**src/rtl/enc_codeword_gen_16bit.sv**
```systemverilog
// 16-bit extended-Hamming (SECDED) codeword generator.
// Two-stage valid/ready pipeline with error-mask injection and a saturating count.

package enc_codeword_gen_16bit_pkg;

    typedef struct packed {
        logic [15:0] cw;
        logic [15:0] mask;
    } enc_s1_t;

endpackage

module enc_codeword_gen_16bit
    import enc_codeword_gen_16bit_pkg::*;
#(
    parameter int COUNT_WIDTH = 16
) (
    input  logic                   clk,
    input  logic                   rst,
    input  logic [10:0]            data_in,
    input  logic                   data_valid,
    output logic                   data_ready,
    input  logic [15:0]            err_mask,
    input  logic                   inject_en,
    output logic [15:0]            codeword_out,
    output logic                   codeword_valid,
    input  logic                   codeword_ready,
    output logic [COUNT_WIDTH-1:0] enc_count
);

    logic        s1_valid;
    enc_s1_t     s1;
    logic        s2_valid;
    logic        s1_adv;
    logic        s2_adv;
    logic [15:0] c_in;
    logic [15:0] c_full;

    assign s2_adv         = ~s2_valid | codeword_ready;
    assign s1_adv         = ~s1_valid | s2_adv;
    assign data_ready     = s1_adv;
    assign codeword_valid = s2_valid;

    // Bit 4 is left zero here; overall parity is folded in at stage 2.
    always_comb begin
        c_in       = '0;
        c_in[15:5] = data_in;
        c_in[0]    = c_in[5] ^ c_in[6] ^ c_in[8] ^ c_in[9]
                   ^ c_in[11] ^ c_in[13] ^ c_in[15];
        c_in[1]    = c_in[5] ^ c_in[7] ^ c_in[8] ^ c_in[10]
                   ^ c_in[11] ^ c_in[14] ^ c_in[15];
        c_in[2]    = c_in[6] ^ c_in[7] ^ c_in[8] ^ c_in[12]
                   ^ c_in[13] ^ c_in[14] ^ c_in[15];
        c_in[3]    = c_in[9] ^ c_in[10] ^ c_in[11] ^ c_in[12]
                   ^ c_in[13] ^ c_in[14] ^ c_in[15];
    end

    always_comb begin
        c_full    = s1.cw;
        c_full[4] = ^{s1.cw[15:5], s1.cw[3:0]};
    end

    always_ff @(posedge clk or negedge rst) begin
        if (!rst) begin
            s1_valid <= 1'b0;
            s1       <= '0;
        end else if (s1_adv) begin
            s1_valid <= data_valid;
            if (data_valid) begin
                s1.cw   <= c_in;
                s1.mask <= inject_en ? err_mask : 16'h0000;
            end
        end
    end

    always_ff @(posedge clk or negedge rst) begin
        if (!rst) begin
            s2_valid     <= 1'b0;
            codeword_out <= 16'h0000;
        end else if (s2_adv) begin
            s2_valid <= s1_valid;
            if (s1_valid) begin
                codeword_out <= c_full ^ s1.mask;
            end
        end
    end

    always_ff @(posedge clk or negedge rst) begin
        if (!rst) begin
            enc_count <= '0;
        end else if (s2_valid && codeword_ready && (enc_count != '1)) begin
            enc_count <= enc_count + COUNT_WIDTH'(1);
        end
    end

endmodule

```
**config.mk**
```make
export PLATFORM = sky130hd
export DESIGN_NAME = enc_codeword_gen_16bit
export DESIGN_NICKNAME = d
export VERILOG_FILES = /design/src/rtl/enc_codeword_gen_16bit.sv
export SDC_FILE = /design/constraint.sdc
export NUM_CORES = 1
export LEC_CHECK = 0
export CAP_MARGIN = 10
export CORE_ASPECT_RATIO = 0.8
export CORE_MARGIN = 2
export CORE_UTILIZATION = 35
export DETAILED_ROUTE_END_ITERATION = 10
export SLEW_MARGIN = 30
export SYNTH_ARGS = -nofsm -noshare
export SYNTH_HDL_FRONTEND = slang
export SYNTH_SLANG_ARGS = --single-unit
```
**constraint.sdc**
```tcl
create_clock -name clk -period 3.65 [get_ports clk]
set_input_delay 0.9125 -clock clk [delete_from_list [all_inputs] [get_ports clk]]
set_output_delay 0.9125 -clock clk [all_outputs]
set_load 0.005 [all_outputs]
```
==> impl_metrics.json <==
{
  "reg2regPathDepth": 5,
  "async_reset_ff_frac": 1.00,
  "synth_edf_count": 0,
  "leakage_nw": 1.63,
  "grt_max_degree": 52,
  "ant_nets": 0,
  "n_fill_cell": 811,
  "cts_buffer_depth": 2,
  "combPwrFrac": 0.284,
  "grtUsageMet1": 0.216,
  "end_kind": "primary output",
  "skew_ps": 6.78,
  "critPathLaunchType": "input pin",
  "maxCapViolCount": 0,
  "avgSynthCellArea_um2": 10.7,
  "swShare": 0.284,
  "io_pins": 66,
  "grt_setup_unrepaired": "no",
  "final.setup.tns_ps": 0,
  "clk_latency_ps": 340,
  "drive_above_1_share": 0.103,
  "worstMarginPinSlew_ps": 865,
  "hold_class": "flop to flop",
  "vias_per_cell": 4.46,
  "cts_htree_levels": 3,
  "n_antenna_cell": 0,
  "ir_worst_vdd_v": 0.000232,
  "antenna_found_initial": 0,
  "fin_crit_sh": 0.831,
  "gr-max-usage-layer": "met1",
  "total_power_mw": 2.30,
  "firstDrtPassIters": 4,
  "clock-sinks": 65,
  "cp_max_fo": 4,
  "r2r_setup_slack_ps": 1900,
  "synth_nets": 310,
  "cts_setup_buffers": 0,
  "port-buffer-count": 65,
  "cts-root-buf": "clkbuf_8",
  "rows": 30,
  "cts_hold_buf": 0,
  "ys_seq_area_frac": 0.547,
  "route.detailed.drc": 0,
  "holdWs_ps": 477,
  "crit_type": "input pin to primary output",
  "grt.overflow.total": 0,
  "status": "complete, no violations",
  "clk_pin_slew_worst_paths_ps": 70,
  "post_cts_resized": 0,
  "synthFlopType": "dfrtp_1",
  "dp_hpwl_mm": 4.56,
  "multi_input_comb_area_um2": 1310,
  "via_count": 2063,
  "nNetsFinal": 379,
  "crit_path_start": "codeword_ready",
  "grt_pass1_vias": 1999,
  "synthDistinctLibCells": 25,
  "power_frac_seq": 0.432,
  "clkPwrFrac": 0.285,
  "synth-seq-cells": 65,
  "dieArea_um2": 9250,
  "die_h_um": 86.4,
  "seqCellArea_um2": 1630,
  "grt_pass1_wl_mm": 10.3,
  "arrival_ps": 2120,
  "netlist_area_um2": 2970,
  "hold_viol_final": 0,
  "avgRoutedWirePerCell_um": 13.2,
  "drtIter0Drc": 43,
  "setup_viol": 0,
  "netlist_instances": 277,
  "worstReg2RegStart": "enc_count[0]$_DFFE_PN0P_",
  "slew_headroom": 0.422,
  "start_util": 0.355,
  "yosys_warnings": 0,
  "p_int_mw": 1.64,
  "switching_power_mw": 0.652,
  "track_usage": 0.145,
  "cts_tree": "yes",
  "drv_slew": 0,
  "reg2reg_to": "enc_count[1]$_DFFE_PN0P_",
  "clock.fmax_mhz": 330,
  "cts_made_buffers": 9,
  "fin_crit_ps": 3030,
  "wl_mm": 6.12,
  "required_ps": 2740,
  "use_met2": 0.201,
  "power_density_nw_per_um2": 581,
  "grtUsageMet3": 0.0398,
  "syn_to_final_growth_pct": 33.0,
  "coreArea_um2": 8370,
  "gp_congestion": 0.783,
  "critical_path.endpoint": "data_ready",
  "die_w_um": 107
}
==> cell usage in the layout (no fill, tap or decap), drive strengths merged, types with 2 or more instances in the layout <==
cell type	count
bufinv	2
clkdlybuf4s50	64
o21a	2
nand3	2
nand2	64
a21oi	2
xnor2	53
nand2b	3
o21ai	36
clkinv	3
xor2	9
nor3	2
dfrtp	65
clkbuf	10
mux2	12
nand4	7
buf	4
and3	3
==> critical path: stages <==
cell and delay (ps):
clkdlybuf4s50_1 520, nand3b_1 170, clkdlybuf4s50_1 520
==> final cells by class <==
class	count	share of cell area
clock inverter	6	0.0209
sequential	65	0.412
multi-input combinational	202	0.331
clock buffer	10	0.0323
timing repair buffer	68	0.169
tap	112	0.0355
==> layer usage <==
metal | wire (µm) | up-vias | part of all wire
li1 | - | 1045 | -
met4 | 79 | 0 | 0.013
met5 | 0 | - | 0
met2 | 2620 | 36 | 0.43
met1 | 3160 | 974 | 0.52
met3 | 255 | 8 | 0.042
==> Yosys cell counts, types with 2 or more instances <==
master | instances | area [µm²]
nand4_1 | 6 | 37.5
o21ai_0 | 36 | 180
dfrtp_1 | 65 | 1630
nand2_1 | 64 | 240
xor2_1 | 9 | 78.8
nand3_1 | 2 | 10.0
nand2b_1 | 3 | 18.8
xnor2_1 | 53 | 464
o21a_1 | 2 | 15.0
nor3_1 | 2 | 10.0
clkbuf_1 | 9 | 33.8
mux2_2 | 11 | 124
and3_2 | 2 | 15.0
a21oi_1 | 2 | 10.0
==> registers in the layout, indices dropped and copies added, names as in the netlist <==
register and cells:
s1 16, c_full 15, s1_valid 1, codeword_valid 1, enc_count 16, codeword_out 16
==> metrics by stage <==
| stage | cells | setup WS (ps) | instance area [µm²] | utilization |
|---|---|---|---|---|
| floorplan | 277 | 1650 | 2970 | - |
| global placement | 447 | 631 | 3740 | 0.447 |
| detailed placement | 447 | 616 | 3740 | 0.447 |
| CTS | 463 | 610 | 3950 | 0.472 |
| global route | 463 | 571 | 3950 | 0.472 |
| finish | 463 | 617 | 3950 | 0.472 |
==> logic make-up after synthesis <==
logic type	share of synthesized area
adder cells (fa/ha/maj)	0.00421
XOR/XNOR	0.183
AO/OA/AOI/OAI	0.0762
AND/OR/NAND/NOR	0.130
flip-flops	0.547
buffers and inverters	0.0131
multiplexers	0.0467
==> power by group through the flow <==
stage | combinational [mW] | sequential [mW] | clock, mW
2_1_floorplan | 0.352 | 0.993 | 0
3_3_place_gp | 0.651 | 1.01 | 0
3_5_place_dp | 0.665 | 1.01 | 0
4_1_cts | 0.667 | 0.995 | 0.679
5_1_grt | 0.725 | 1.02 | 0.714
6_report | 0.652 | 0.991 | 0.654
==> how the worst min path moves through the flow <==
stage | cells after the start | start | end | slack [ps]
after floorplan | 1 | s1_valid$_DFFE_PN0P_ | codeword_valid$_DFFE_PN0P_ | 460
after detailed placement | 2 | codeword_out[7]$_DFFE_PN0P_ | codeword_out[7]$_DFFE_PN0P_ | 470
after CTS | 2 | codeword_out[7]$_DFFE_PN0P_ | codeword_out[7]$_DFFE_PN0P_ | 490
final | 2 | codeword_out[7]$_DFFE_PN0P_ | codeword_out[7]$_DFFE_PN0P_ | 480
after global routing | 2 | codeword_out[13]$_DFFE_PN0P_ | codeword_out[13]$_DFFE_PN0P_ | 520
after global placement | 2 | codeword_out[5]$_DFFE_PN0P_ | codeword_out[5]$_DFFE_PN0P_ | 460
Power figures use the tool's default switching activity.
